<file path="src/rtl/data_memory_arbiter.sv">
// data_memory_arbiter
// Shares the single-port DataMemory between the CPU load/store port (port 0)
// and the DMA/program-loader port (port 1). It handles one transaction at a
// time. The winner's address, data and direction are latched. DataMemory is
// then driven for exactly one cycle, read data is captured into the owner's
// RData, and a one-cycle Ack goes back to the owner.
//
// Ports
//   Clock, Reset                       system clock, async active-high reset
//   Req0/Wr0/Addr0/WData0              port 0 request, held until Ack0
//   Ack0/RData0                        port 0 completion pulse, read data
//   Req1/Wr1/Addr1/WData1/Ack1/RData1  same for port 1
//   Adresa/WriteData/MemWrite/MemRead  DataMemory drive
//   ReadData                           DataMemory combinational read data
//   Busy                               high in ACCESS and DONE
//   Grant                              one-hot owner (bit 0 = port 0), 00 when idle
//
// State   | meaning
// IDLE    | waiting for a request; the winner is latched on the edge leaving it
// ACCESS  | DataMemory driven from the latched request for one cycle
// DONE    | Ack to the owner; Grant still valid

module data_memory_arbiter #(
    parameter int ADDR_W         = 16,
    parameter int DATA_W         = 16,
    parameter bit FIXED_PRIORITY = 1'b0
) (
    input  logic              Clock,
    input  logic              Reset,
    input  logic              Req0,
    input  logic              Wr0,
    input  logic [ADDR_W-1:0] Addr0,
    input  logic [DATA_W-1:0] WData0,
    output logic              Ack0,
    output logic [DATA_W-1:0] RData0,
    input  logic              Req1,
    input  logic              Wr1,
    input  logic [ADDR_W-1:0] Addr1,
    input  logic [DATA_W-1:0] WData1,
    output logic              Ack1,
    output logic [DATA_W-1:0] RData1,
    output logic [ADDR_W-1:0] Adresa,
    output logic [DATA_W-1:0] WriteData,
    output logic              MemWrite,
    output logic              MemRead,
    input  logic [DATA_W-1:0] ReadData,
    output logic              Busy,
    output logic [1:0]        Grant
);

    typedef enum logic [1:0] {
        ST_IDLE   = 2'd0,
        ST_ACCESS = 2'd1,
        ST_DONE   = 2'd2
    } state_t;

    state_t            state;
    state_t            state_nxt;
    logic [ADDR_W-1:0] addr_q;
    logic [DATA_W-1:0] wdata_q;
    logic              wr_q;
    logic [1:0]        grant_q;
    logic              last_grant;   // 0: port 0 served last, 1: port 1
    logic [DATA_W-1:0] rdata0_q;
    logic [DATA_W-1:0] rdata1_q;
    logic              take;
    logic              win1;

    // On a tie, round-robin hands the slot to the port not served last.
    always_comb begin
        win1 = 1'b0;
        if (Req0 && Req1) begin
            win1 = FIXED_PRIORITY ? 1'b0 : ~last_grant;
        end else begin
            win1 = Req1;
        end
    end

    always_ff @(posedge Clock or posedge Reset) begin
        if (Reset) begin
            state <= ST_IDLE;
        end else begin
            state <= state_nxt;
        end
    end

    // The memory strobes are decoded from the state register, so an async
    // reset mid-ACCESS drops MemWrite at once and the write never commits.
    always_comb begin
        state_nxt = state;
        take      = 1'b0;
        MemWrite  = 1'b0;
        MemRead   = 1'b0;
        Ack0      = 1'b0;
        Ack1      = 1'b0;
        Busy      = 1'b0;
        unique case (state)
            ST_IDLE: begin
                if (Req0 || Req1) begin
                    take      = 1'b1;
                    state_nxt = ST_ACCESS;
                end
            end
            ST_ACCESS: begin
                Busy      = 1'b1;
                MemWrite  = wr_q;
                MemRead   = ~wr_q;
                state_nxt = ST_DONE;
            end
            ST_DONE: begin
                Busy      = 1'b1;
                Ack0      = grant_q[0];
                Ack1      = grant_q[1];
                state_nxt = ST_IDLE;
            end
            default: begin
                state_nxt = ST_IDLE;
            end
        endcase
    end

    always_ff @(posedge Clock or posedge Reset) begin
        if (Reset) begin
            addr_q     <= '0;
            wdata_q    <= '0;
            wr_q       <= 1'b0;
            grant_q    <= 2'b00;
            last_grant <= 1'b1;
            rdata0_q   <= '0;
            rdata1_q   <= '0;
        end else begin
            if (take) begin
                addr_q     <= win1 ? Addr1 : Addr0;
                wdata_q    <= win1 ? WData1 : WData0;
                wr_q       <= win1 ? Wr1 : Wr0;
                grant_q    <= win1 ? 2'b10 : 2'b01;
                last_grant <= win1;
            end
            if (state == ST_ACCESS && !wr_q) begin
                if (grant_q[0]) begin
                    rdata0_q <= ReadData;
                end
                if (grant_q[1]) begin
                    rdata1_q <= ReadData;
                end
            end
            if (state == ST_DONE) begin
                grant_q <= 2'b00;
            end
        end
    end

    assign Adresa    = addr_q;
    assign WriteData = wdata_q;
    assign Grant     = grant_q;
    assign RData0    = rdata0_q;
    assign RData1    = rdata1_q;

endmodule
</file>
<file path="config.mk">
export PLATFORM = sky130hd
export DESIGN_NAME = data_memory_arbiter
export DESIGN_NICKNAME = d
export VERILOG_FILES = /design/src/rtl/data_memory_arbiter.sv
export SDC_FILE = /design/constraint.sdc
export NUM_CORES = 1
export LEC_CHECK = 0
export ABC_AREA = 1
export CAP_MARGIN = 0
export CORE_MARGIN = 2
export CORE_UTILIZATION = 25
export CTS_BUF_LIST = sky130_fd_sc_hd__clkbuf_4
export CTS_CLUSTER_SIZE = 16
export DETAILED_ROUTE_END_ITERATION = 12
export PLACE_DENSITY = 0.58
export SYNTH_ARGS = -nofsm -noshare
export SYNTH_HDL_FRONTEND = slang
export SYNTH_SLANG_ARGS = --single-unit
</file>
<file path="constraint.sdc">
create_clock -name Clock -period 3.53 [get_ports Clock]
set_input_delay 0.706 -clock Clock [delete_from_list [all_inputs] [get_ports Clock]]
set_output_delay 0.706 -clock Clock [all_outputs]
set_load 0.05 [all_outputs]
</file>
[Yosys cells after proc, flatten, opt, wreduce, memory -nomap -nowiden]
Cells that the tools add are included.
Cells by class
  muxes and demuxes: 16
  eq/ne operators: 3
  reductions and logical operators: 9
  bitwise logic cells: 2
Operators by type and width (count)
  16-bit 2-to-1 mux: 2
  1-bit 2-to-1 mux: 9
  2-bit 2-to-1 mux: 4
  2-bit one-hot mux with 2 select lines: 1
  2-bit AND reduction: 2
  2-bit by 1-bit equality test with 1-bit output (second input constant): 1
  2-bit equality test (second input constant): 1
  1-bit logical AND: 2
  2-bit logical NOT: 1
  2-bit != test (second input constant): 1
  1-bit inverter: 2
  2-bit nonzero test: 1
  2-bit OR reduction: 1
  1-bit logical NOT: 1
  1-bit logical OR: 1
Storage, ports and cells
  input bits: 86
  word-level logic and storage cells: 38
  register bits after elaboration: 70
  output and inout bits: 71

[Logic depth before layout (Yosys ltp)]
  depth after elaboration: 5
  mapped depth: 8
  depth with buffers taken out: 7

[Worst setup path before layout]
No wires, ideal clock.
  kind: reg2reg
  start: register state[1]
  end: register rdata0_q[10] (netlist: RData0[10])
  required time: 3398 ps
  path slack: 1696 ps
  clock period less this slack: 1834 ps
  stages on the path, launching flop included: 9
  buffers on the path: 1
  data arrival time: 1702 ps
  library setup time: 132 ps
  cells stage by stage: dfrtp_1 > inv_1 > ha_1 > inv_1 > nor2_2 > nand2_1 > clkbuf_1 > nand2_1 > o21ai_0
On the way
  word-level cells in the longest chain between the ends: 3
Ends and longest elaborated chain
  start: declaration: RTL line 57  | state_t state;
  start signal: assignment: RTL line 83  | state <= state_nxt;
  2-bit by 1-bit equality test with 1-bit output: RTL line 139  | if (state == ST_ACCESS && !wr_q) begin
  1-bit logical AND: RTL line 139
  2-bit AND reduction (no source line)
  end signal: assignment: RTL line 141  | rdata0_q <= ReadData;
  end: declaration: RTL line 64  | logic [DATA_W-1:0] rdata0_q;
No other way between the ends.
A chain may end at the register's enable or synchronous reset.

[Worst setup path in the final report]
  start: register state[1]
  end: output MemRead
On the way
  word-level cells in the longest chain between the ends: 2
Ends and longest elaborated chain
  2-bit by 1-bit equality test with 1-bit output: RTL line 97  | unique case (state)
  1-bit 2-to-1 mux: RTL line 97
  end: declaration: RTL line 45  | output logic MemRead,
No other way between the ends.

==> impl_metrics.toml <==
[status]
status = "completed"

[route]
vias = 3227
post_drt_wl_per_cell_um = 12.2
drtPass1Iterations = 4
viasPerCell = 4.19
drcViolationCount = 0
drtIter0Drc = 212
wirelength_mm = 9.44
ant_nets = 0

[finish]
nFillCells = 1393
final_common_cell = "clkdlybuf4s50_1"
fin_area_um2 = 5210
syn_to_final_growth_pct = 53.8
nets = 681
antenna_cells = 0
final_util = 0.393
drive_gt1_frac = 0.0454
layout_common_cells = "clkdlybuf4s50_1, nand2_1, inv_1, dfrtp_1, nand3_1"

[synth]
synth_compound_area_frac = 0.0551
ys_seq_elements = 70
synth_top_family_by_area = "simple AND/OR/NAND/NOR gates"
syn_nets = 534
yosys_warnings = 0
synth_mux_area_frac = 0
synthAdderAreaFrac = 0.0185
synth_xor_area_frac = 0
synth_cells = 443
syn_avg_cell_area_um2 = 7.64
synth-seq-area-share = 0.518
ys_types = 17
synth_area_um2 = 3380
yosys.area_share.simple = 0.274

[place]
post-place-ws_ns = 1.04
placed_area_um2 = 5060
io_buffers = 156
place_congestion = 0.801
dp_hpwl_mm = 6.69

[timing]
tightest_slew_ns = 0.999
post-route-period-util = 0.810
hold_viol = 0
tns_ns = 0
grt_setup_unrepaired = "false"
max_freq_ghz = 0.350
relSlewSlack = 0.334
setup_viol = 0
slew_violations = 0
fin_crit_ns = 2.86
setup_ws_ns = 0.670
fin_skew_ns = 0.0170

[clock_network]
clock_latency_ns = 0.41
cts_repair_resize_count = 0
clockBufferDepth = 2
cts_tree = "built"
cts_buffers = 9
cts.root.buffer_cell = "clkbuf_4"
cts_hold_buf = 0
post_cts_buffers = 0
clkTransAtPathRegs_ns = 0.12
clock_sinks = 70
cts_max_level = 3

[grt]
grt_remaining_overflow = 0
grt_pass1_wl_mm = 15.4
grt_start_max_net_pins = 58
antenna_found_initial = 0
grt_pass1_vias = 3242
grt_usage = 0.132

[floorplanning]
initial_core_util = 0.256
ios = 157
placementRows = 42
coreArea_um2 = 13200
die_w_um = 120
die_y_um = 120
die_area_um2 = 14500

[job]
cap_viol_max_count = 0

[critical_path]
cp_max_fo = 4
r2r-start = "state[1]"
reg2reg_depth = 6
criticalPathCategory = "flop to output pin"
crit_required_ns = 2.82
crit_path_end = "MemRead"
rrSetupSlack_ns = 1.49
start_kind = "flop"
cp-startpoint = "state[1]"
r2r-end = "RData1[13]"
arrival_ns = 2.15
cp-end-kind = "output pin"

[power_and_ir_drop]
vdd_ir_drop_max_mv = 0.463
total_power_w = 0.00521
power_density_nw_per_um2 = 1000
leakage_nw = 2.68

[min_path]
hold_class = "flop to flop"
synthesized netlist by cell type:
cell / number / area [um^2]
nand3_1: 68 / 340
nand2_2: 2 / 12.5
buf_1: 1 / 3.75
nor2_4: 1 / 11.3
buf_4: 7 / 52.6
o21ai_4: 1 / 16.3
ha_1: 5 / 62.6
o21ai_0: 33 / 165
inv_1: 91 / 342
nor2_1: 3 / 11.3
dfrtp_1: 69 / 1730
nand2_1: 144 / 541
dfstp_2: 1 / 26.3
clkbuf_1: 11 / 41.3
buf_2: 3 / 15.0
nor2_2: 2 / 12.5
a21oi_1: 1 / 5.00
routing by layer:
metal / wire, um / track usage
met5: 0 / 0
met4: 64 / 0.0342
met3: 768 / 0.0443
met2: 4390 / 0.217
met1: 4220 / 0.166
per-stage QoR:
step / instances / hold WS, ns
after floorplan: 443 / 0.450
after global placement: 755 / 0.461
after detailed placement: 755 / 0.465
after CTS: 771 / 0.489
after global routing: 771 / 0.523
final: 771 / 0.485
worst max-delay path: stages (launching register included):
cell and delay [ns]:
dfrtp_1 0.43, inv_1 0.13, ha_1 0.18, inv_1 0.05, nor2_2 0.14, clkdlybuf4s50_1 0.83
logic make-up (layout without fill, tap and decap cells):
family	after synthesis	count (layout)
compound gates	35	35
fa+ha+maj	5	5
buf+inv	113	265
flops	70	70
simple gates	220	220
registers in the layout, indices dropped and copies added (netlist names):
name	cells
Adresa	16
Grant	2
last_grant	1
state	2
WriteData	16
RData0	16
RData1	16
wr_q	1
power breakdown:
part / total, W / internal, W / switching [W] / leakage (nW)
clock network: 0.000530 / 0.000218 / 0.000312 / 0.0763
registers: 0.00145 / 0.00121 / 0.000240 / 0.849
logic: 0.00323 / 0.00103 / 0.00220 / 1.76
total: 0.00521 / 0.00246 / 0.00275 / 2.68
layout make-up:
class | count | area (um^2) | area share
Sequential cell | 70 | 1750 | 0.337
Timing Repair Buffer | 158 | 1570 | 0.302
Multi-Input combinational cell | 260 | 1180 | 0.226
Inverter | 91 | 343 | 0.0658
Tap cell | 176 | 220 | 0.0423
Clock inverter | 7 | 73.8 | 0.0142
Clock buffer | 9 | 67.6 | 0.0130
worst min-delay path by stage:
stage	startpoint	endpoint	slack, ns	cells past startpoint
final	last_grant	last_grant	0.49	2
after global routing	RData1[8]	RData1[8]	0.52	2
after CTS	last_grant	last_grant	0.49	2
after detailed placement	Adresa[14]	Adresa[14]	0.47	2
after global placement	last_grant	last_grant	0.46	2
after floorplan	last_grant	last_grant	0.45	2
Note: power is estimated with default switching activity, not from simulation.
